`config.mk`:
```
export PLATFORM = sky130hd
export DESIGN_NAME = mul_seq_ctrl
export DESIGN_NICKNAME = d
export VERILOG_FILES = /design/src/rtl/mul_pkg.sv /design/src/rtl/mul_sign_fix.sv /design/src/rtl/mul_seq_ctrl.sv
export SDC_FILE = /design/constraint.sdc
export NUM_CORES = 1
export LEC_CHECK = 0
export BUFFER_PORTS_ARGS = -buffer_cell sky130_fd_sc_hd__buf_2
export CAP_MARGIN = 20
export CORE_ASPECT_RATIO = 0.75
export CORE_MARGIN = 3
export CORE_UTILIZATION = 50
export DETAILED_ROUTE_END_ITERATION = 6
export PLACE_DENSITY = 0.79
export SLEW_MARGIN = 20
export SYNTH_ARGS = -nofsm -noshare
export SYNTH_HDL_FRONTEND = slang
export SYNTH_SLANG_ARGS = --single-unit
```
`constraint.sdc`:
```
create_clock -name i_clk -period 3.5 [get_ports i_clk]
set_input_delay 0.175 -clock i_clk [delete_from_list [all_inputs] [get_ports i_clk]]
set_output_delay 0.175 -clock i_clk [all_outputs]
set_load 0.01 [all_outputs]
```
`src/rtl/mul_pkg.sv`:
```
// mul_pkg: shared constants, state encoding and function codes for the
// shift-add multiplier sequencer and ALU decode.
package mul_pkg;
   localparam int WIDTH   = 32;
   localparam int CNT_W   = $clog2(WIDTH);
   localparam int MUL_LAT = WIDTH + 3;

   localparam logic [5:0] SIG_MM   = 6'b011001;
   localparam logic [5:0] SIG_OUT  = 6'b111111;
   localparam logic [5:0] SIG_IDLE = 6'b000000;

   typedef enum logic [1:0] {
      ST_IDLE = 2'd0,
      ST_RUN  = 2'd1,
      ST_OUT  = 2'd2,
      ST_CAP  = 2'd3
   } state_t;

   // Function code the multiplier sees while the sequencer sits in a state.
   function automatic logic [5:0] state_sig(input state_t s);
      return (s == ST_RUN) ? SIG_MM : (s == ST_OUT) ? SIG_OUT : SIG_IDLE;
   endfunction
endpackage

```
`src/rtl/mul_sign_fix.sv`:
```
// mul_sign_fix: conditional two's-complement negate, used both to take
// operand magnitudes and to restore the product sign.
module mul_sign_fix #(
   parameter int W = 32
) (
   input  logic [W-1:0] i_val,
   input  logic         i_neg,
   output logic [W-1:0] o_val
);
   assign o_val = i_neg ? -i_val : i_val;
endmodule

```
`src/rtl/mul_seq_ctrl.sv`:
```
// mul_seq_ctrl: start/busy/done sequencer driving the 32-step shift-add
// multiplier (MM x WIDTH, OUT x 1) and capturing the signed/unsigned product.
module mul_seq_ctrl
   import mul_pkg::*;
(
   input  logic               i_clk,
   input  logic               i_reset,
   input  logic               i_start,
   input  logic               i_is_signed,
   input  logic [WIDTH-1:0]   i_op_a,
   input  logic [WIDTH-1:0]   i_op_b,
   output logic               o_busy,
   output logic               o_done,
   output logic [2*WIDTH-1:0] o_product,
   output logic [5:0]         o_mul_signal,
   output logic [WIDTH-1:0]   o_mul_a,
   output logic [WIDTH-1:0]   o_mul_b,
   output logic               o_mul_rst,
   input  logic [2*WIDTH-1:0] i_mul_result
);
   state_t               r_state, w_state_nxt;
   logic [CNT_W-1:0]     r_cnt, w_cnt_nxt;
   logic                 r_neg, w_neg_nxt;
   logic [WIDTH-1:0]     r_mul_a, r_mul_b, w_mul_a_nxt, w_mul_b_nxt;
   logic [2*WIDTH-1:0]   r_product, w_product_nxt;
   logic                 r_busy, r_done, w_done_nxt;
   logic [5:0]           r_sig;
   logic [WIDTH-1:0]     w_mag_a, w_mag_b;
   logic [2*WIDTH-1:0]   w_prod_fix;

   // -2^(WIDTH-1) negates to itself, which reads correctly as unsigned.
   mul_sign_fix #(.W(WIDTH)) u_fix_a (
      .i_val(i_op_a), .i_neg(i_is_signed & i_op_a[WIDTH-1]), .o_val(w_mag_a));
   mul_sign_fix #(.W(WIDTH)) u_fix_b (
      .i_val(i_op_b), .i_neg(i_is_signed & i_op_b[WIDTH-1]), .o_val(w_mag_b));
   mul_sign_fix #(.W(2*WIDTH)) u_fix_p (
      .i_val(i_mul_result), .i_neg(r_neg), .o_val(w_prod_fix));

   always_comb begin
      w_state_nxt   = r_state;
      w_cnt_nxt     = r_cnt;
      w_neg_nxt     = r_neg;
      w_mul_a_nxt   = r_mul_a;
      w_mul_b_nxt   = r_mul_b;
      w_product_nxt = r_product;
      w_done_nxt    = 1'b0;
      case (r_state)
         ST_IDLE: if (i_start) begin
            w_state_nxt = ST_RUN;
            w_cnt_nxt   = '0;
            w_mul_a_nxt = w_mag_a;
            w_mul_b_nxt = w_mag_b;
            w_neg_nxt   = i_is_signed & (i_op_a[WIDTH-1] ^ i_op_b[WIDTH-1]);
         end
         ST_RUN: begin
            w_cnt_nxt   = r_cnt + 1'b1;
            w_state_nxt = (r_cnt == CNT_W'(WIDTH - 1)) ? ST_OUT : ST_RUN;
         end
         ST_OUT: w_state_nxt = ST_CAP;
         ST_CAP: begin
            w_state_nxt   = ST_IDLE;
            w_product_nxt = w_prod_fix;
            w_done_nxt    = 1'b1;
         end
      endcase
   end

   always_ff @(posedge i_clk) begin
      if (!i_reset) begin
         r_state   <= ST_IDLE;
         r_cnt     <= '0;
         r_neg     <= 1'b0;
         r_mul_a   <= '0;
         r_mul_b   <= '0;
         r_product <= '0;
         r_busy    <= 1'b0;
         r_done    <= 1'b0;
         r_sig     <= SIG_IDLE;
      end else begin
         r_state   <= w_state_nxt;
         r_cnt     <= w_cnt_nxt;
         r_neg     <= w_neg_nxt;
         r_mul_a   <= w_mul_a_nxt;
         r_mul_b   <= w_mul_b_nxt;
         r_product <= w_product_nxt;
         r_busy    <= (w_state_nxt != ST_IDLE);
         r_done    <= w_done_nxt;
         r_sig     <= state_sig(w_state_nxt);
      end
   end

   assign o_busy       = r_busy;
   assign o_done       = r_done;
   assign o_product    = r_product;
   assign o_mul_signal = r_sig;
   assign o_mul_a      = r_mul_a;
   assign o_mul_b      = r_mul_b;
   assign o_mul_rst    = ~i_reset;
endmodule

```
==> flow_metrics.env <==
export IMPL_endpoint_kind="register"
export IMPL_syn_area_per_cell_um2=7.95
export IMPL_netlist_top_cell_by_area="dfxtp_1"
export IMPL_finalHoldViolCount=0
export IMPL_clkTransAtPathRegs_ns=0.06
export IMPL_synthDistinctLibCells=66
export IMPL_crit_arrival_ns=2.70
export IMPL_row_count=40
export IMPL_cts_tree="done"
export IMPL_cts_buffers=17
export IMPL_skew_ns=0.0112
export IMPL_diodes=0
export IMPL_core_area_um2=16100
export IMPL_syn_area_um2=8290
export IMPL_async_flop_share_pct=0
export IMPL_synth_edf_count=0
export IMPL_wl_per_cell_um=18.0
export IMPL_cts_hold_fix_buffers=0
export IMPL_initial_core_util_pct=51.4
export IMPL_grt_max_degree=118
export IMPL_antenna_found_initial=0
export IMPL_drt_total_wl_mm=26.7
export IMPL_crit_type="register to register"
export IMPL_dp_hpwl_mm=19.1
export IMPL_drt_vias_per_instance=6.08
export IMPL_cts_resized=0
export IMPL_synth_most_common_cell="dfxtp_1"
export IMPL_grt_pass1_vias=8079
export IMPL_synth_area_leaders="dfxtp_1 (34%), a211oi_1 (4.6%), nor2_1 (4.6%), xor2_1 (4.4%), xnor2_1 (4.3%)"
export IMPL_power_uw=4210
export IMPL_gp_congestion=0.926
export IMPL_ir_drop_v=0.000281
export IMPL_slowest_stage="or3b_2"
export IMPL_finish_net_count=1402
export IMPL_fin_crit_sh_pct=67.1
export IMPL_worstHoldStart="i_op_b[0]"
export IMPL_cp_top_family="simple AND/OR/NAND/NOR gates"
export IMPL_root_buffer="clkbuf_16"
export IMPL_port_buffers=268
export IMPL_max_stage_delay_ns=0.71
export IMPL_grt_first_pass_wirelength_mm=42.6
export IMPL_crit_fanout=17
export IMPL_path_cells="or3b_2 > nor2_1 > nand2_1 > or4_1 > nand3_1"
export IMPL_period_minus_slack_ns=2.35
export IMPL_cp_start_kind="register"
export IMPL_ys_warn_count=0
export IMPL_rsz0062_at_grt="false"
export IMPL_cts_setup_buffers=0
export IMPL_cts_max_level=4
export IMPL_worst_pin_slew_ns=0.902
export IMPL_dr_pass1_iters=5
export IMPL_syn_nets=1182
export IMPL_synth_top_cells_by_count="dfxtp_1 (140), nor2_1 (102), clkbuf_1 (72)"
export IMPL_post_route_util_pct=64.1
export IMPL_dr_total_vias=9024
export IMPL_drc_errors=0
export IMPL_dieArea_um2=18200
export IMPL_path_buf_inv=0
export IMPL_io_pins=269
export IMPL_slew_headroom_pct=39.7
export IMPL_min_path_type="primary input to register"
export IMPL_static_leakage_power_uw=0.00415
export IMPL_syn_inst=1042
export IMPL_clock_fmax_ghz=0.426
export IMPL_synth_top_area_share_pct=33.8
export IMPL_critPathLaunch="r_state[0]"
export IMPL_clock_sinks=140
export IMPL_grt_use_total_pct=28.2
export IMPL_clock_path_buffers=2
export IMPL_r2r_start="r_state[0]"
export IMPL_grt_ovfl_total=0
export IMPL_drv_slew=0
export IMPL_status="complete, no violations"
export IMPL_ys_seq_area_share_pct=33.8
export IMPL_power_density_nw_per_um2=408
export IMPL_finalSetupViolations=0
export IMPL_die_h_um=117
export IMPL_synthToLayoutAreaGrowth_pct=24.7
export IMPL_clk_latency_ns=0.42
export IMPL_cp_data_required_time_ns=3.85
export IMPL_postRouteAntennaNets=0
export IMPL_drive_gt1_share_pct=27.2
export IMPL_tns_ns=0
export IMPL_synth_main_ff_cell="dfxtp_1"
export IMPL_ys_seq_elements=140
export IMPL_die_w_um=155
export IMPL_drv_cap=0
export IMPL_fillCellCount=1423
export IMPL_reg2reg_slack_ns=1.15
export IMPL_drt_iter0_drc=968
-- worst paths after layout --
| check | cells past startpoint | to |
|---|---|---|
| max reg2reg | 5 | o_mul_b[30] |
| max | 5 | o_mul_b[30] |
| min | 3 | o_mul_b[0] |
| min reg2reg | 2 | o_product[35] |
-- logic make-up after synthesis --
family                     after synthesis  share of synthesized area [%]
AOI/OAI and AO/OA                      283                           23.3
xor gates and xnor gates                83                           8.77
adders and majority gates                8                           1.21
buffers and inverters                   99                           4.68
DFF                                    140                           33.8
muxes                                   13                           1.60
and+or+nand+nor                        416                           26.6
-- layer usage --
layer  part of all wire (%)  GRT usage (%)  up-vias
met3                    8.6           6.36       35
li1                       -              -     4380
met1                     45           41.5     4193
met4                    2.0           7.67        0
met5                      0              0        -
met2                     44           41.6      416
-- cell type report --
type	count	area, um2	share of cell area, %
multi-input combinational	803	5110	49.4
sequential	140	2800	27.1
timing repair buffer	283	1480	14.3
clock buffer	20	457	4.42
tap	210	263	2.54
clock inverter	12	160	1.55
inverter	17	63.8	0.617
-- worst register-to-register path, stage by stage (launching register included) --
cell and delay (ns):
dfxtp_1 0.40, or3b_2 0.71, nor2_1 0.57, nand2_1 0.10, or4_1 0.41, nand3_1 0.10
-- power by group --
group | internal [uW] | switching (uW)
clock network | 1170 | 732
logic | 240 | 381
registers | 1660 | 33.5
total | 3070 | 1150
-- state kept, by name, indices dropped and copies added, names as in the netlist --
name          flops
o_mul_a          32
r_cnt             5
o_done            1
o_mul_signal      2
r_neg             1
o_busy            1
r_state           2
o_mul_b          32
o_product        64
-- cell usage in the layout, fill, tap and decap left out, types with 5 or more instances in the layout --
| cell | n |
|---|---|
| nor2_1 | 101 |
| buf_4 | 13 |
| a31oi_1 | 26 |
| clkbuf_16 | 17 |
| a32oi_1 | 11 |
| dfxtp_1 | 140 |
| mux2i_1 | 11 |
| o21ai_0 | 52 |
| buf_2 | 268 |
| nor3_1 | 48 |
| nand3_1 | 35 |
| a32o_1 | 9 |
| a21oi_1 | 52 |
| a211oi_1 | 51 |
| xnor2_1 | 41 |
| a41oi_1 | 5 |
| or2_2 | 12 |
| nand2_1 | 66 |
| nor4_1 | 28 |
| or4_1 | 27 |
| xor2_1 | 42 |
| and3_1 | 9 |
| o41ai_1 | 14 |
| or3_1 | 40 |
| o31ai_1 | 18 |
| inv_1 | 15 |
| nand4_1 | 12 |
| ha_1 | 8 |
-- stage by stage --
stage / cells / hold slack (ns) / instance area (um2) / setup WS, ns
global route: 1485 / 0.0289 / 10300 / 0.931
detailed placement: 1453 / 0.439 / 9710 / 0.758
CTS: 1485 / 0.0193 / 10300 / 1.17
floorplan: 1042 / 0.311 / 8290 / 1.14
finish: 1485 / 0.0331 / 10300 / 1.15
global placement: 1453 / 0.436 / 9710 / 0.823
Power figures use the tool's default switching activity.
